## src/rtl/crc_pkg.sv

```systemverilog
// Shared types and helpers for the CRC sequencing controller and its datapath.
// Latency: n/a (types, constants and a pure function only).
// Backpressure: n/a.
package crc_pkg;

    localparam int                      CRC_SIZE_DEF = 8;
    localparam logic [CRC_SIZE_DEF-1:0] MASK_DEF     = 8'hff;

    typedef enum logic [1:0] {
        IDLE = 2'd0,
        RUN  = 2'd1,
        DONE = 2'd2
    } state_t;

    // Reverse the low 'width' bits of v; bits at and above 'width' come back as zero.
    function automatic logic [63:0] bit_reverse(input logic [63:0] v, input int width);
        logic [63:0] r;
        r = '0;
        for (int i = 0; i < 64; i++) begin
            if (i < width) r[i] = v[width-1-i];
        end
        return r;
    endfunction

endpackage

```

## src/rtl/crc_comb.sv

```systemverilog
// Single bit-serial CRC step with a configurable polynomial and effective width.
// Latency: purely combinational.
// Backpressure: n/a.
module crc_comb #(
    parameter int                  CRC_SIZE = 8,
    parameter logic [CRC_SIZE-1:0] MASK     = '1
) (
    input  logic                data_in,
    input  logic [CRC_SIZE-1:0] crc_in,
    input  logic [CRC_SIZE-1:0] crc_poly,
    input  logic [CRC_SIZE-2:0] crc_poly_size,
    output logic [CRC_SIZE-1:0] crc_out
);

    int                  eff_w;
    logic                fb;
    logic [CRC_SIZE-1:0] width_mask;

    // Poly-size code 0 (or out of range) means full width; otherwise it is the CRC width.
    // MASK removes polynomial taps that are not configurable in this instance.
    always_comb begin
        eff_w = CRC_SIZE;
        if (crc_poly_size != '0 && int'(crc_poly_size) < CRC_SIZE) begin
            eff_w = int'(crc_poly_size);
        end
        width_mask = '0;
        for (int i = 0; i < CRC_SIZE; i++) begin
            width_mask[i] = (i < eff_w);
        end
        fb      = crc_in[eff_w-1] ^ data_in;
        crc_out = ({crc_in[CRC_SIZE-2:0], 1'b0} ^ ({CRC_SIZE{fb}} & crc_poly & MASK)) & width_mask;
    end

endmodule

```

## src/rtl/crc_step_unroll.sv

```systemverilog
// Chain of BITS crc_comb steps; data_in[BITS-1] is consumed first.
// Latency: purely combinational.
// Backpressure: n/a.
module crc_step_unroll
    import crc_pkg::*;
#(
    parameter int                  CRC_SIZE = CRC_SIZE_DEF,
    parameter logic [CRC_SIZE-1:0] MASK     = MASK_DEF,
    parameter int                  BITS     = 8
) (
    input  logic [CRC_SIZE-1:0] crc_in,
    input  logic [CRC_SIZE-1:0] crc_poly,
    input  logic [CRC_SIZE-2:0] crc_poly_size,
    input  logic [BITS-1:0]     data_in,
    output logic [CRC_SIZE-1:0] crc_out
);

    logic [CRC_SIZE-1:0] chain [0:BITS];

    assign chain[0] = crc_in;

    for (genvar g = 0; g < BITS; g++) begin : g_step
        crc_comb #(
            .CRC_SIZE (CRC_SIZE),
            .MASK     (MASK)
        ) u_step (
            .data_in       (data_in[BITS-1-g]),
            .crc_in        (chain[g]),
            .crc_poly      (crc_poly),
            .crc_poly_size (crc_poly_size),
            .crc_out       (chain[g+1])
        );
    end

    assign crc_out = chain[BITS];

endmodule

```

## src/rtl/crc_seq_ctrl.sv

```systemverilog
// Feeds framed DATA_W-bit words MSB-first, BITS_PER_CYCLE bits per clock, through the CRC chain.
// Latency: last word accepted at edge T -> crc_valid after edge T+STEPS (STEPS = DATA_W/BITS_PER_CYCLE).
// Backpressure: s_ready only while the current word is on its final step; DONE holds until crc_ready.
// Optional macro CRC_SEQ_REFLECT_EN adds cfg_reflect (LSB-first slices, bit-reversed result).
module crc_seq_ctrl
    import crc_pkg::*;
#(
    parameter int                  CRC_SIZE       = CRC_SIZE_DEF,
    parameter logic [CRC_SIZE-1:0] MASK           = MASK_DEF,
    parameter int                  DATA_W         = 32,
    parameter int                  BITS_PER_CYCLE = 8
) (
    input  logic                clk,
    input  logic                rst,
    input  logic                start,
    input  logic [CRC_SIZE-1:0] cfg_poly,
    input  logic [CRC_SIZE-2:0] cfg_poly_size,
    input  logic [CRC_SIZE-1:0] cfg_init,
    input  logic [CRC_SIZE-1:0] cfg_xor_out,
`ifdef CRC_SEQ_REFLECT_EN
    input  logic                cfg_reflect,
`endif
    input  logic                s_valid,
    output logic                s_ready,
    input  logic [DATA_W-1:0]   s_data,
    input  logic                s_last,
    output logic                crc_valid,
    input  logic                crc_ready,
    output logic [CRC_SIZE-1:0] crc_result,
    output logic                busy
);

    localparam int STEPS = DATA_W / BITS_PER_CYCLE;
    localparam int CNT_W = (STEPS > 1) ? $clog2(STEPS) : 1;

    if (BITS_PER_CYCLE < 1 || BITS_PER_CYCLE > DATA_W || (DATA_W % BITS_PER_CYCLE) != 0) begin : g_bad_cfg
        $error("crc_seq_ctrl: DATA_W must be a multiple of BITS_PER_CYCLE, BITS_PER_CYCLE in 1..DATA_W");
    end

    state_t                    state, next_state;
    logic [CRC_SIZE-1:0]       crc_reg, poly_q, xor_q, step_crc, crc_final;
    logic [CRC_SIZE-2:0]       psize_q;
    logic [DATA_W-1:0]         shifter;
    logic [CNT_W-1:0]          cnt;
    logic                      have_word, last_seen, cnt_last, accept, reflect_q;
    logic [BITS_PER_CYCLE-1:0] slice, step_bits;

    assign cnt_last = (cnt == CNT_W'(STEPS - 1));
    assign accept   = s_valid && s_ready;
    assign slice    = shifter[DATA_W-1 -: BITS_PER_CYCLE];

`ifdef CRC_SEQ_REFLECT_EN
    // Reflection mode is part of the frame configuration, captured with the rest on start.
    always_ff @(posedge clk or posedge rst) begin
        if (rst) begin
            reflect_q <= 1'b0;
        end else if (state == IDLE && start) begin
            reflect_q <= cfg_reflect;
        end
    end
`else
    assign reflect_q = 1'b0;
`endif

    // Reflected mode feeds each slice LSB-first and reports the register bit-reversed.
    always_comb begin
        step_bits = slice;
        if (reflect_q) begin
            for (int i = 0; i < BITS_PER_CYCLE; i++) begin
                step_bits[i] = slice[BITS_PER_CYCLE-1-i];
            end
        end
        crc_final = reflect_q ? CRC_SIZE'(bit_reverse(64'(crc_reg), CRC_SIZE)) : crc_reg;
    end

    crc_step_unroll #(
        .CRC_SIZE (CRC_SIZE),
        .MASK     (MASK),
        .BITS     (BITS_PER_CYCLE)
    ) u_unroll (
        .crc_in        (crc_reg),
        .crc_poly      (poly_q),
        .crc_poly_size (psize_q),
        .data_in       (step_bits),
        .crc_out       (step_crc)
    );

    // State register.
    always_ff @(posedge clk or posedge rst) begin
        if (rst) state <= IDLE;
        else     state <= next_state;
    end

    // Next-state: a frame ends on the final step of the word flagged last.
    always_comb begin
        next_state = state;
        case (state)
            IDLE:    if (start) next_state = RUN;
            RUN:     if (have_word && cnt_last && last_seen) next_state = DONE;
            DONE:    if (crc_ready) next_state = IDLE;
            default: next_state = IDLE;
        endcase
    end

    // Outputs: ready on the last step of a word so back-to-back words leave no bubble.
    always_comb begin
        s_ready    = 1'b0;
        crc_valid  = 1'b0;
        busy       = 1'b0;
        crc_result = '0;
        case (state)
            RUN: begin
                s_ready = !last_seen && (!have_word || cnt_last);
                busy    = 1'b1;
            end
            DONE: begin
                crc_valid  = 1'b1;
                busy       = 1'b1;
                crc_result = crc_final ^ xor_q;
            end
            default: ;
        endcase
    end

    // Datapath: config capture on start, per-cycle CRC advance and word loading in RUN.
    always_ff @(posedge clk or posedge rst) begin
        if (rst) begin
            crc_reg   <= '0;
            poly_q    <= '0;
            psize_q   <= '0;
            xor_q     <= '0;
            shifter   <= '0;
            cnt       <= '0;
            have_word <= 1'b0;
            last_seen <= 1'b0;
        end else begin
            case (state)
                IDLE: begin
                    if (start) begin
                        poly_q    <= cfg_poly;
                        psize_q   <= cfg_poly_size;
                        xor_q     <= cfg_xor_out;
                        crc_reg   <= cfg_init;
                        cnt       <= '0;
                        have_word <= 1'b0;
                        last_seen <= 1'b0;
                    end
                end
                RUN: begin
                    if (have_word) begin
                        crc_reg <= step_crc;
                        shifter <= shifter << BITS_PER_CYCLE;
                        cnt     <= cnt + 1'b1;
                    end
                    // A new word overrides the shift/count of a word finishing this cycle.
                    if (accept) begin
                        shifter   <= s_data;
                        cnt       <= '0;
                        have_word <= 1'b1;
                        last_seen <= s_last;
                    end else if (have_word && cnt_last) begin
                        have_word <= 1'b0;
                    end
                end
                default: ;
            endcase
        end
    end

endmodule

```

## config.mk

```make
export PLATFORM = sky130hd
export DESIGN_NAME = crc_seq_ctrl
export DESIGN_NICKNAME = d
export VERILOG_FILES = /design/src/rtl/crc_pkg.sv /design/src/rtl/crc_comb.sv /design/src/rtl/crc_step_unroll.sv /design/src/rtl/crc_seq_ctrl.sv
export SDC_FILE = /design/constraint.sdc
export NUM_CORES = 1
export LEC_CHECK = 0
export CAP_MARGIN = 5
export CORE_UTILIZATION = 52
export DETAILED_ROUTE_END_ITERATION = 10
export MAX_ROUTING_LAYER = met4
export PLACE_DENSITY = 0.83
export SYNTH_ARGS = -nofsm -noshare
export SYNTH_HDL_FRONTEND = slang
export SYNTH_HIERARCHICAL = 1
export SYNTH_SLANG_ARGS = --single-unit
```

## constraint.sdc

```tcl
create_clock -name clk -period 12.1 [get_ports clk]
set_clock_uncertainty 0.05 [all_clocks]
set_input_delay 2.42 -clock clk [delete_from_list [all_inputs] [get_ports clk]]
set_output_delay 2.42 -clock clk [all_outputs]
set_load 0.01 [all_outputs]
```

==> impl_metrics.yaml, run 1 <==
synthesis:
  synth.area.top_cells: "dfrtp_1 25%, a21oi_1 5.9%, a21oi_2 5.3%"
  yosysTopAreaCellShare_pct: 24.93
  ys_seq_area_share_pct: 24.93
  yosys_register_bits: 69
  yosysWarnings: 6
  synth_ff_type: "dfrtp_1"
  ys_async_sr_fraction_pct: 100.0
  synth_area_per_cell_um2: 8.138
  netlist_area_um2: 6925
  syn_inst: 851
  syn-num-nets: 949
  synth_area_leader_cell: "dfrtp_1"
  synth_edf_count: 0
  ys_types: 48
routing:
  drc: 1
  drt-wirelength-per-cell_um: 19.60
  postRouteAntennaNets: 0
  drt_first_pass_iters: 11
  wirelength_um: 24140
  vias: 7962
  drt-initial-drc-count: 1117
  viasPerCell: 6.463
timing:
  hold_viol: 0
  fmax_ghz: 0.07756
  max_slew_margin_pct: 29.35
  min_period_over_period_pct: 106.6
  setup_viol_count_final: 8
  whs_ps: 447.9
  drv_slew: 0
  layout_setup_ws_ps: -793.3
  period_needed_ps: 12890
  grt_setup_unrepaired: "true"
  worst_pin_slew_ps: 1056
final_layout:
  final_cells: 1232
  fill_cells: 806
  layout_commonest_cell: "buf_4"
  diodes: 0
  drive_gt1_share_pct: 37.26
  final_cell_area_um2: 9666
  layout_common_cells: "137 x buf_4, 87 x nand2_1, 82 x inv_1, 79 x clkdlybuf4s50_1"
  fin_nets: 1154
  area_growth_pct: 39.57
placed_design:
  dp.cells: 1186
  dpl_cell_area_um2: 8712
  routabilityCongestion: 0.9227
  port_buffers: 79
  dp_slack_ps: -744.8
  place_hpwl_um: 14400
clock_tree:
  cts.root.buffer_cell: "clkbuf_16"
  cts_made_buffers: 9
  cts_tree: "done"
  cts_hold_buf: 0
  clk_pin_slew_worst_paths_ps: 70
  cts.sinks: 69
  htreeDepth: 3
  clk_latency_ps: 340
  clk_path_buf_depth: 2
worst_setup_path:
  path_depth: 58
  crit_type: "register to register"
  reg2regPathDepth: 58
  crit_family: "simple AND/OR/NAND/NOR gates"
  cp.required_ps: 12310
  cp_max_fo: 8
  crit_slowest_cell: "or4_4"
  worst_ep_arrival_time_ps: 13100
  max_stage_delay_ps: 560
  cp-end-kind: "register"
  start_kind: "register"
  path_buf_inv: 5
grt:
  grt_usage_pct: 33.03
  grt_max_degree: 70
  grt_pass1_wl_um: 35720
  gr-total-overflow: 0
  grt_pass1_vias: 7271
  antenna_found_initial: 0
floorplan:
  placement_rows: 41
  die_x_um: 117.4
  boundaryPins: 80
  dieArea_um2: 13780
  initial_core_util_pct: 54.00
  coreArea_um2: 12820
  die_y_um: 117.4
flow_run:
  cap_violations: 0
min_path:
  min_path_type: "register to register"
  hold_depth: 1
outcome:
  outcome: "finished with violations"
  violations: "DRC, setup timing"
[synth_stat cells (2+ instances only)]
cell type	number
o221a_2	8
and3_1	9
nand2_1	92
a21oi_1	81
buf_4	3
o2bb2ai_1	8
nand2b_1	45
or2b_2	8
a22o_1	8
inv_1	84
xor2_1	8
a21oi_2	42
or4_4	8
a211oi_1	8
dfrtp_1	69
nor4_2	8
mux2i_1	33
a211oi_2	8
ha_1	29
clkbuf_1	2
nor2_1	52
clkbuf_2	8
buf_2	7
buf_6	5
or4_1	32
o211ai_2	8
nor3b_1	2
a2bb2oi_1	8
a22oi_1	16
or2_2	8
o31ai_1	40
and3_2	8
nand3_1	10
mux2_2	23
a21o_1	9
and2_1	8
o21ai_0	35
[metal layers]
metal | wire [um] | track usage, % | vias to the layer above
met2 | 11370 | 53.07 | 554
met1 | 9349 | 40.71 | 3746
li1 | - | - | 3492
met4 | 1224 | 14.37 | 0
met3 | 2199 | 5.691 | 170
met5 | 0 | - | -
[cell families after synthesis]
group                      Yosys count  share of synthesized area [%]
xor gates and xnor gates             8                          1.012
adders and majority gates           29                          5.239
muxes                               57                          8.672
AOI/OAI and AO/OA                  285                          29.65
buffers and inverters              109                          6.883
and+or+nand+nor                    294                          23.61
DFF                                 69                          24.93
[flip-flops by register name, summed over array words and instances, names as in the netlist]
signal     count
cnt            2
crc_final      8
have_word      1
last_seen      1
poly_q         8
psize_q        7
shifter       32
state          2
xor_q          8
[timing repair]
item                       in CTS  in global routing
setup endpoints to repair       8                  8
cloned                          0                  0
pin swaps                      22                 44
setup buffers                  22                  9
resized for setup              55                 61
[stage by stage]
stage,utilization [%],TNS (ps)
after floorplan,-,-3554
after global placement,67.93,-2529
after detailed placement,67.93,-4855
after CTS,72.91,0
after global routing,75.37,-8467
final,75.37,-5116
[final timing paths]
| kind | slack [ps] | from | end |
|---|---|---|---|
| worst max-delay path | -790 | psize_q[4] | crc_final[5] |
| worst min-delay path | 450 | shifter[1] | shifter[1] |
| worst max register to register | -790 | psize_q[4] | crc_final[5] |
| worst min register to register | 450 | shifter[1] | shifter[1] |
| max in group asynchronous | 8710 | rst | psize_q[4] |
| min in group asynchronous | 2590 | rst | state[0] |
[cell type report]
cell class / instances / area [um2] / share of cell area, %
inverter: 84 / 315.3 / 3.262
sequential: 69 / 1730 / 17.90
clock inverter: 6 / 62.56 / 0.6472
timing repair buffer: 219 / 1853 / 19.17
clock buffer: 9 / 225.2 / 2.330
tap: 172 / 215.2 / 2.227
multi-input combinational: 673 / 5264 / 54.46
Power of run 1 is not shown: default switching activity piles up to over one toggle a cycle in this logic, so the estimate is an artifact.
==> inputs of run 2 (changes only) <==
- CORE_UTILIZATION: 52 -> 58
- PLACE_DENSITY: 0.83 -> 0.87
- clock period: 12.1 -> 13.1 ns (I/O delays scaled with it)
==> run 2 against run 1 <==
Effect of this change:
- the run ends with DRC left
- sequential share of layout area up 1.9 points
- core utilization up 0.61 points
- setup slack better by 910 ps
- largest cell class unchanged
- register-to-register slack better by 910 ps
==> impl_metrics.yaml, run 2 (synthesis results as in run 1) <==
worst_setup_path:
  worst_ep_arrival_time_ps: 13210
  max_stage_delay_ps: 570
  crit_type: "register to register"
  cp.required_ps: 13330
  cp_max_fo: 8
  crit_slowest_cell: "or4_4"
  cp-end-kind: "register"
  start_kind: "register"
floorplan:
  initial_core_util_pct: 60.14
  placement_rows: 39
  coreArea_um2: 11520
  boundaryPins: 80
  dieArea_um2: 12380
  die_y_um: 111.3
  die_x_um: 111.3
grt:
  gr-total-overflow: 0
  grt_pass1_wl_um: 30940
  antenna_found_initial: 0
  grt_pass1_vias: 6472
  grt_max_degree: 70
  grt_usage_pct: 31.80
routing:
  drt-initial-drc-count: 1090
  drt-wirelength-per-cell_um: 18.09
  wl_met3_um: 1993
  drt_first_pass_iters: 10
  drc: 4
  viasPerCell: 6.423
  top_layer_used: "met4"
  postRouteAntennaNets: 0
  wirelength_um: 20300
  dr_wl_met2_um: 9533
  vias: 7207
  wl_met1_um: 8132
clock_tree:
  clk_latency_ps: 350
  cts_tree: "done"
  cts_hold_buf: 0
  cts.root.buffer_cell: "clkbuf_16"
  clk_path_buf_depth: 2
  clk_pin_slew_worst_paths_ps: 60
  htreeDepth: 3
  cts_made_buffers: 9
  cts.sinks: 69
final_layout:
  final_cells: 1122
  final_cell_area_um2: 8750
  final_util_pct: 75.98
  regMostFlops: "shifter"
  diodes: 0
  fin_nets: 1072
  area_growth_pct: 26.34
  layout_common_cells: "92 x nand2_1, 83 x inv_1, 79 x clkdlybuf4s50_1, 67 x a21oi_2, 66 x dfrtp_1"
  layout_commonest_cell: "nand2_1"
  drive_gt1_share_pct: 27.68
  largest_reg_flops: 32
flow_run:
  cap_violations: 0
placed_design:
  dpl_cell_area_um2: 7970
  routabilityCongestion: 0.9365
  dp.cells: 1078
  port_buffers: 79
  place_hpwl_um: 13100
  dp_slack_ps: -389.0
timing:
  hold_viol: 0
  max_slew_margin_pct: 26.73
  drv_slew: 0
  layout_setup_ws_ps: 112.7
  worst_pin_slew_ps: 1095
  period_needed_ps: 12990
  fmax_ghz: 0.07700
  min_period_over_period_pct: 99.14
  setup_viol_count_final: 0
outcome:
  outcome: "finished with violations"
  violations: "DRC"
min_path:
  min_path_type: "register to register"
## run 2: repair_timing
item,4_1_cts,5_1_grt
cloned,0,0
gates resized for setup,29,42
pin swaps,3,45
endpoints found under the setup margin,8,8
buffers inserted,2,26
## run 2: critical path: cells and delay by family, from the launching register on
kind            cells  cell delay, ps
mux                 2             530
simple gates       25            6710
fa+ha+maj           1             250
buf+inv             1             160
compound gates     25            4810
flops               1             420
## run 2: final timing paths
| path | cells after the start | startpoint | to | slack (ps) |
|---|---|---|---|---|
| setup / recovery | 54 | psize_q[4] | crc_final[5] | 110 |
| hold / removal | 1 | shifter[1] | shifter[1] | 450 |
| setup reg to reg | 54 | psize_q[4] | crc_final[5] | 110 |
| hold reg to reg | 1 | shifter[1] | shifter[1] | 450 |
| max in group asynchronous | 3 | rst | psize_q[5] | 9550 |
| min in group asynchronous | 3 | rst | state[0] | 2810 |
## run 2: area by class of cell
cell class                      count  area [um2]
Tap cell                          143       178.9
Timing Repair Buffer              137        1226
Multi-Input combinational cell    673        5012
Inverter                           84       315.3
Clock buffer                       12       256.5
Sequential cell                    69        1730
Fill cell                         784        2766
Clock inverter                      4       30.03
## run 2: per-stage QoR
stage,hold slack (ps),TNS (ps)
2_1_floorplan,415.7,0
3_3_place_gp,433.1,-1134
3_5_place_dp,432.5,-2446
4_1_cts,453.3,0
5_1_grt,462.7,-2458
6_report,452.8,0
## run 2: layer usage
| layer | up-vias | track usage (%) |
|---|---|---|
| met5 | - | - |
| met2 | 447 | 50.58 |
| li1 | 3324 | - |
| met3 | 77 | 8.201 |
| met1 | 3359 | 38.46 |
| met4 | 0 | 12.70 |
Power of run 2 is left out for the same reason.
==> inputs of run 3 (changes only) <==
==> constraint.sdc (replaced) <==
create_clock -name clk -period 13.1 [get_ports clk]
set_clock_uncertainty 0.05 [all_clocks]
set_input_delay 3.93 -clock clk [delete_from_list [all_inputs] [get_ports clk]]
set_output_delay 3.93 -clock clk [all_outputs]
set_load 0.01 [all_outputs]
==> results of run 3 <==
Same layout as run 2 (identical final DEF). Status: finished with violations: DRC.
Power of run 3 is left out for the same reason.
